==> config.mk <==
export PLATFORM = sky130hd
export DESIGN_NAME = mem_loader
export DESIGN_NICKNAME = d
export VERILOG_FILES = /design/src/rtl/mem_loader.sv
export SDC_FILE = /design/constraint.sdc
export NUM_CORES = 1
export LEC_CHECK = 0
export ABC_AREA = 1
export CAP_MARGIN = 20
export CORE_MARGIN = 4
export CORE_UTILIZATION = 25
export CTS_CLUSTER_SIZE = 40
export DETAILED_ROUTE_END_ITERATION = 8
export HOLD_SLACK_MARGIN = 0.05
export PLACE_DENSITY = 0.51
export SKIP_LAST_GASP = 1
export SLEW_MARGIN = 30
export SYNTH_ARGS = -nofsm -noshare
export SYNTH_HDL_FRONTEND = slang
export SYNTH_SLANG_ARGS = --single-unit
==> constraint.sdc <==
create_clock -name clk -period 2.1 [get_ports clk]
set_input_delay 0.21 -clock clk [delete_from_list [all_inputs] [get_ports clk]]
set_output_delay 0.21 -clock clk [all_outputs]
set_load 0.01 [all_outputs]
==> src/rtl/mem_loader.sv <==
// mem_loader: receives a byte-stream memory image and writes it word by word
// into a 2**ADDR_W-word memory while holding the processor in reset.
// Image layout: 4-byte little-endian word count N, then N little-endian words.
//
// Ports:
//   clk        clock, rising edge
//   reset      asynchronous active-low reset
//   in_valid   source presents a byte on in_data
//   in_data    stream byte
//   in_ready   loader accepts in_data (transfer = in_valid & in_ready)
//   reload     single-cycle pulse, restarts loading from DONE
//   mem_we     one-cycle write strobe per word
//   mem_addr   word address for mem_we
//   mem_wdata  word data for mem_we
//   cpu_hold   holds processor in reset while loading
//   done       image fully received
//   err        header count exceeded memory depth (sticky until reset/reload)
module mem_loader #(
   parameter int unsigned ADDR_W = 6
) (
   input  logic              clk,
   input  logic              reset,
   input  logic              in_valid,
   input  logic [7:0]        in_data,
   output logic              in_ready,
   input  logic              reload,
   output logic              mem_we,
   output logic [ADDR_W-1:0] mem_addr,
   output logic [31:0]       mem_wdata,
   output logic              cpu_hold,
   output logic              done,
   output logic              err
);

   localparam logic [32:0] DEPTH = 33'(1) << ADDR_W;

   typedef enum logic [1:0] {
      S_HDR  = 2'd0,
      S_DATA = 2'd1,
      S_DONE = 2'd2
   } state_t;

   state_t            r_state;
   logic [1:0]        r_byte_cnt;
   logic [31:0]       r_shift;
   logic [31:0]       r_n;
   logic [31:0]       r_word_cnt;
   logic              r_in_ready;
   logic              r_mem_we;
   logic [ADDR_W-1:0] r_mem_addr;
   logic [31:0]       r_mem_wdata;
   logic              r_cpu_hold;
   logic              r_done;
   logic              r_err;

   logic              w_xfer;
   logic              w_last_byte;
   logic [31:0]       w_word;
   logic [31:0]       w_word_cnt_nxt;
   logic              w_in_range;

   // New bytes enter at the top so the first byte ends up in bits 7:0.
   assign w_xfer         = in_valid & r_in_ready;
   assign w_last_byte    = (r_byte_cnt == 2'd3);
   assign w_word         = {in_data, r_shift[31:8]};
   assign w_word_cnt_nxt = r_word_cnt + 32'd1;
   assign w_in_range     = ({1'b0, r_word_cnt} < DEPTH);

   // Loader FSM with registered outputs.
   always_ff @(posedge clk or negedge reset) begin
      if (!reset) begin
         r_state     <= S_HDR;
         r_byte_cnt  <= 2'd0;
         r_shift     <= 32'd0;
         r_n         <= 32'd0;
         r_word_cnt  <= 32'd0;
         r_in_ready  <= 1'b1;
         r_mem_we    <= 1'b0;
         r_mem_addr  <= '0;
         r_mem_wdata <= 32'd0;
         r_cpu_hold  <= 1'b1;
         r_done      <= 1'b0;
         r_err       <= 1'b0;
      end else begin
         r_mem_we <= 1'b0;
         case (r_state)
            S_HDR: begin
               if (w_xfer) begin
                  r_byte_cnt <= r_byte_cnt + 2'd1;
                  if (w_last_byte) begin
                     r_n        <= w_word;
                     r_shift    <= 32'd0;
                     r_word_cnt <= 32'd0;
                     if (w_word == 32'd0) begin
                        r_state    <= S_DONE;
                        r_in_ready <= 1'b0;
                        r_done     <= 1'b1;
                        r_cpu_hold <= 1'b0;
                     end else begin
                        r_state <= S_DATA;
                        r_err   <= ({1'b0, w_word} > DEPTH);
                     end
                  end else begin
                     r_shift <= w_word;
                  end
               end
            end
            S_DATA: begin
               if (w_xfer) begin
                  r_byte_cnt <= r_byte_cnt + 2'd1;
                  if (w_last_byte) begin
                     r_shift    <= 32'd0;
                     r_word_cnt <= w_word_cnt_nxt;
                     // Words beyond the memory depth are consumed but dropped.
                     if (w_in_range) begin
                        r_mem_we    <= 1'b1;
                        r_mem_addr  <= r_word_cnt[ADDR_W-1:0];
                        r_mem_wdata <= w_word;
                     end
                     if (w_word_cnt_nxt == r_n) begin
                        r_state    <= S_DONE;
                        r_in_ready <= 1'b0;
                        r_done     <= 1'b1;
                        r_cpu_hold <= 1'b0;
                     end
                  end else begin
                     r_shift <= w_word;
                  end
               end
            end
            S_DONE: begin
               if (reload) begin
                  r_state    <= S_HDR;
                  r_in_ready <= 1'b1;
                  r_done     <= 1'b0;
                  r_cpu_hold <= 1'b1;
                  r_err      <= 1'b0;
                  r_byte_cnt <= 2'd0;
                  r_shift    <= 32'd0;
                  r_n        <= 32'd0;
                  r_word_cnt <= 32'd0;
               end
            end
            default: begin
               r_state <= S_HDR;
            end
         endcase
      end
   end

   assign in_ready  = r_in_ready;
   assign mem_we    = r_mem_we;
   assign mem_addr  = r_mem_addr;
   assign mem_wdata = r_mem_wdata;
   assign cpu_hold  = r_cpu_hold;
   assign done      = r_done;
   assign err       = r_err;

endmodule

==> flow_metrics.env <==
export IMPL_crit_buf_inv=2
export IMPL_area_delta_synth_final_pct=42.2
export IMPL_rrSetupSlack_ns=-0.16
export IMPL_critPathCapture="done"
export IMPL_grt_max_degree=74
export IMPL_end_kind="flip-flop"
export IMPL_maxSlewViolCount=0
export IMPL_startpoint="r_word_cnt[1]"
export IMPL_tritoncts="yes"
export IMPL_setup_ws_ns=-0.159
export IMPL_ys_flop_type="dfrtp_1"
export IMPL_crit_fanout=4
export IMPL_avgSynthCellArea_um2=7.57
export IMPL_dp_hpwl_mm=16.7
export IMPL_die_area_um2=30700
export IMPL_skew_ns=0.0103
export IMPL_cp_slowest_cell="dfrtp_1"
export IMPL_synth_commonest_cells="nand2_1, dfrtp_1, inv_1"
export IMPL_crit_type="reg -> reg"
export IMPL_multi_input_area_um2=3280
export IMPL_root_buffer="clkbuf_16"
export IMPL_antenna_found_initial=0
export IMPL_post_route_drc_count=0
export IMPL_synth_most_common_cell="nand2_1"
export IMPL_fillers=2801
export IMPL_dr_pass1_iters=5
export IMPL_crit_top_cell="nand2_1"
export IMPL_synth_cell_type_count=31
export IMPL_crit_arrival_ns=2.57
export IMPL_worst_pin_slew_ns=0.533
export IMPL_ys_seq_area_share_pct=48.0
export IMPL_grt_setup_unrepaired="yes"
export IMPL_slew_limit_headroom_pct=64.1
export IMPL_max_stage_delay_ns=0.39
export IMPL_cts_sinks=134
export IMPL_p_per_area_nw_per_um2=1140
export IMPL_die_h_um=175
export IMPL_setup_viol=5
export IMPL_overflow=0
export IMPL_insertedDiodeCount=0
export IMPL_layoutNonFillerInstCount=1492
export IMPL_leakage_uw=0.00454
export IMPL_routed_wl_mm=25.0
export IMPL_gp_congestion=0.840
export IMPL_synth_seq_cells=134
export IMPL_placed_cells=1428
export IMPL_hold_violations=0
export IMPL_violations="setup timing"
export IMPL_register_area_um2=3360
export IMPL_reg2regPathDepth=17
export IMPL_start_util_pct=25.7
export IMPL_final_min_clock_period_ns=2.26
export IMPL_synth_fp_nets=938
export IMPL_clock_latency_ns=0.43
export IMPL_core_area_um2=27300
export IMPL_synth_top_cell_area_share_pct=47.6
export IMPL_rr_startpoint="r_word_cnt[1]"
export IMPL_clkTransAtPathRegs_ns=0.06
export IMPL_port_buffers=54
export IMPL_final_layout_size_suffix_gt1_share_pct=21.6
export IMPL_grt_pass1_vias=6635
export IMPL_cp_num_cells=17
export IMPL_htreeDepth=4
export IMPL_cp_start_kind="flip-flop"
export IMPL_critical_path_cell_chain="buf_6, nand2_2, nor2_4, buf_4, nand3_1, nand2_1, nand2_1, nand2_1, nand3_1, nor2_2, nand2_1, nor2_4, nand3_2, nand2_4, nand2_2, nand2_1, nand2_1"
export IMPL_cp_required_ns=2.41
export IMPL_timing_rr_end="done"
export IMPL_ios=55
export IMPL_via_count=6896
export IMPL_syn_area_um2=6990
export IMPL_grt_pass1_wl_mm=36.4
export IMPL_clockBufferDepth=2
export IMPL_fmax_mhz=443
export IMPL_status="complete, but fails checks"
export IMPL_min_path_type="in -> async"
export IMPL_final_nets=1121
export IMPL_track_usage_pct=14.9
export IMPL_period_share_pct=108
export IMPL_async_flop_share_pct=100
export IMPL_ant_nets=0
export IMPL_cap_violations=0
export IMPL_synth_cells=924
export IMPL_avgViaCountPerCell=4.62
export IMPL_chipWidth_um=175
export IMPL_drt_initial_drc_count=498
export IMPL_synthTopCellsByArea="dfrtp_1, nand2_1, nand3_1"
export IMPL_synth_edff_count=0
export IMPL_cp_top_family="simple AND/OR/NAND/NOR gates"
export IMPL_rows=60
export IMPL_holdWs_ns=0.256
export IMPL_ys_warn_count=0
export IMPL_cts_buffers=17
export IMPL_yosys_area_top_type="dfrtp_1"
export IMPL_wl_per_cell_um=16.8
export IMPL_peakVddDrop_uv=625
worst min path at each step:
stage	from	to	slack [ns]	cells after the start
6_report	reset	r_word_cnt[4]	0.26	2
5_1_grt	reset	mem_wdata[4]	0.31	2
4_1_cts	reset	mem_addr[4]	0.28	2
3_5_place_dp	reset	mem_addr[4]	0.11	1
3_3_place_gp	reset	mem_addr[3]	0.12	1
2_1_floorplan	reset	done	-0.09	0
area by class of cell:
type	instances	share of cell area [%]
clock inverter	11	1.61
timing repair buffer	192	17.8
inverter	117	4.48
tap	372	4.68
sequential	134	33.8
multi-input combinational	645	33.0
clock buffer	21	4.73
cell usage in the layout (no fill, tap or decap), types with 5 or more instances in the layout:
cell	Yosys	final
nand2_1	248	235
dfrtp_1	133	130
buf_4	1	117
inv_1	115	112
nand3_1	113	112
o21ai_0	104	87
clkdlybuf4s50_1	0	53
nor2_1	66	52
nand4_1	36	36
o22ai_1	25	25
clkbuf_16	0	22
nand2_2	10	19
o21ai_1	2	17
nor2_2	4	14
nor2_4	6	11
buf_6	0	10
nand2_4	2	6
inv_6	0	5
worst register-to-register path: stages (launching register included):
cell	delay, ns
dfrtp_1	0.39
buf_6	0.13
nand2_2	0.06
nor2_4	0.18
buf_4	0.14
nand3_1	0.14
nand2_1	0.13
nand2_1	0.10
nand2_1	0.07
nand3_1	0.08
nor2_2	0.15
nand2_1	0.10
nor2_4	0.12
nand3_2	0.12
nand2_4	0.09
nand2_2	0.05
nand2_1	0.06
nand2_1	0.04
layer usage:
| layer | vias to the layer above | global-route usage (%) | part of all wire, % |
|---|---|---|---|
| met5 | - | 0 | 0 |
| met4 | 0 | 4.26 | 1.8 |
| met2 | 150 | 23.8 | 48 |
| li1 | 3404 | - | - |
| met1 | 3312 | 20.9 | 47 |
| met3 | 30 | 2.37 | 3.5 |
flip-flops by register name (all words and copies together) (netlist names):
signal / flops
mem_we: 1
r_word_cnt: 32
r_n: 32
cpu_hold: 1
err: 1
mem_wdata: 32
done: 1
r_byte_cnt: 2
r_shift: 24
r_state: 2
mem_addr: 6
timing repair:
| item | in CTS | in global routing |
|---|---|---|
| endpoints found under the setup margin | 4 | 75 |
| hold buffers | 1 | 0 |
| gates resized for setup | 12 | 63 |
| pin swaps | 9 | 11 |
| cloned | 1 | 12 |
| setup buffers | 14 | 4 |
| hold endpoints to repair | 73 | 0 |
cells by family (layout without fill, tap and decap cells):
| kind of cell | count (synthesis) | in the layout | synth area share (%) |
|---|---|---|---|
| adder cells (fa/ha/maj) | 2 | 2 | 0.358 |
| flip-flops | 134 | 134 | 48.0 |
| XOR/XNOR | 7 | 7 | 1.07 |
| AND/OR/NAND/NOR | 498 | 500 | 32.3 |
| AO/OA/AOI/OAI | 136 | 136 | 10.2 |
| buffers and inverters | 147 | 341 | 8.03 |
report_power, final:
group | switching, uW | leakage, uW | internal (uW) | total, uW
combinational | 2460 | 0.00244 | 1680 | 4140
sequential | 567 | 0.00179 | 3370 | 3940
clock | 1230 | 0.000310 | 1990 | 3220
total | 4260 | 0.00454 | 7040 | 11300
through the flow:
step | TNS (ns) | setup slack [ns] | utilization, % | total power (uW) | area (um^2)
after CTS | -0.772 | -0.157 | 35.1 | 11100 | 9560
after global routing | -1.46 | -0.287 | 36.5 | 12000 | 9950
after global placement | -7.43 | -0.578 | 32.1 | 7780 | 8750
after detailed placement | -6.72 | -0.511 | 32.1 | 7810 | 8750
after floorplan | 0 | 0.112 | - | 5970 | 6990
final | -0.585 | -0.159 | 36.5 | 11300 | 9950
Note: power is estimated with default switching activity, not from simulation.
==> RTL edit, RTL diff (same settings) <==
Encoding of `state_t`: now one-hot (3 bits for 3 states).
--- a/src/rtl/mem_loader.sv
+++ b/src/rtl/mem_loader.sv
@@ -35,8 +35,8 @@
    localparam logic [32:0] DEPTH = 33'(1) << ADDR_W;
 
-   typedef enum logic [1:0] {
-      S_HDR  = 2'd0,
-      S_DATA = 2'd1,
-      S_DONE = 2'd2
+   typedef enum logic [2:0] {
+      S_HDR  = 3'b001,
+      S_DATA = 3'b010,
+      S_DONE = 3'b100
    } state_t;
 
Formal check against the unedited RTL: no difference found for any inputs over 4 cycles, from zero or initial values and one cycle with reset low; so few cycles prove little.
==> RTL edit against the original RTL <==
The run still ends with negative setup slack left. Power decreased by 24%. Utilization decreased by 1.9 points. Wire length decreased by 7.1%. Setup slack got worse by 31 ps. Die area increased by 0.31%. Design area decreased by 3.5%. Area after synthesis increased by 0.32%. Sequential cell count increased by 1. Fmax decreased by 1.3%. Sequential power decreased by 10%. Critical path type unchanged. Largest cell class unchanged. Highest routed layer unchanged.
==> RTL edit: results (changes against the original RTL) <==
| Metric | Value |
|---|---|
| Pre-CTS setup slack | `-289 ps (was -511 ps)` |
| Area grow syn2layout | `36.7% (was 42.2%)` |
| Number of clock buffers in the layout | `20 (was 21)` |
| Seq area share | `35.2% (was 33.8%)` |
| Routed Wire Length | `23.2 mm (was 25.0 mm)` |
| Failing checks | `negative setup slack (unchanged)` |
| Vias per inst | `4.57 (was 4.62)` |
| NumNets Final | `1115 (was 1121)` |
| Worst vdd ir | `594 uV (was 625 uV)` |
| Post-Syn Instances | `940 (was 924)` |
| Vias in the first global route | `6738 (was 6635)` |
| Bufs w/o clock | `175 (was 192)` |
| CP Data Arrival Time | `2610 ps (was 2570 ps)` |
| Power Density | `893 mW/mm2 (was 1140 mW/mm2)` |
| Fin Hold WS | `319 ps (was 256 ps)` |
| Crit path max fanout | `7 (was 4)` |
| Post-Syn Nets | `954 (was 938)` |
| Die width | `176 um (was 175 um)` |
| Multi-input gate area | `0.00310 mm2 (was 0.00328 mm2)` |
| Dpl cells | `1443 (was 1428)` |
| Top area cells in the synthesized netlist | `dfrtp_1 (47%), nand2_1 (14%), nand3_1 (7.7%) (was dfrtp_1 (48%), nand2_1 (13%), nand3_1 (8.1%))` |
| Internal power | `5.58 mW (was 7.04 mW)` |
| Detailed Route Iter0 Violations | `457 (was 498)` |
| Worst Setup Slack, final | `-190 ps (was -159 ps)` |
| Clock-cell share | `5.93% (was 6.34%)` |
| DP Area | `0.00878 mm2 (was 0.00875 mm2)` |
| FILL cells | `2932 (was 2801)` |
| Clock power share | `34.3% (was 28.5%)` |
| Hpwl dp | `16.3 mm (was 16.7 mm)` |
| # setup viols final | `4 (was 5)` |
| Sequential cell area fraction in the yosys report | `48.2% (was 48.0%)` |
| Outcome | `complete, but fails checks (unchanged)` |
[RTL edit: timing repair]
action / CTS / global route
hold buffers: 1 / 0
hold endpoints to repair: 45 / 0
pin swaps: 9 / 9
resized for setup: 5 / 18
endpoints found under the setup margin: 12 / 75
cloned: 0 / 5
setup buffers: 9 / 3
[RTL edit: final timing paths]
kind,from,endpoint,cells past startpoint
min,reset,r_word_cnt[11]$_DFFE_PN0P_,2
min reg2reg,mem_wdata[29]$_DFFE_PN0P_,mem_wdata[29]$_DFFE_PN0P_,2
max in group asynchronous,reset,r_state[0]$_DFFE_PN1P_,3
max,r_word_cnt[1]$_DFFE_PN0P_,done$_DFFE_PN0P_,18
min in group clk,reload,cpu_hold$_DFFE_PN1P_,3
max reg2reg,r_word_cnt[1]$_DFFE_PN0P_,done$_DFFE_PN0P_,18
[RTL edit: per-layer routing]
metal	track usage, %	wire length (um)	up-vias
li1	-	-	3399
met1	20.3	10900	3260
met2	24.4	11200	125
met3	2.50	808	32
met4	3.77	312	0
met5	0	0	-
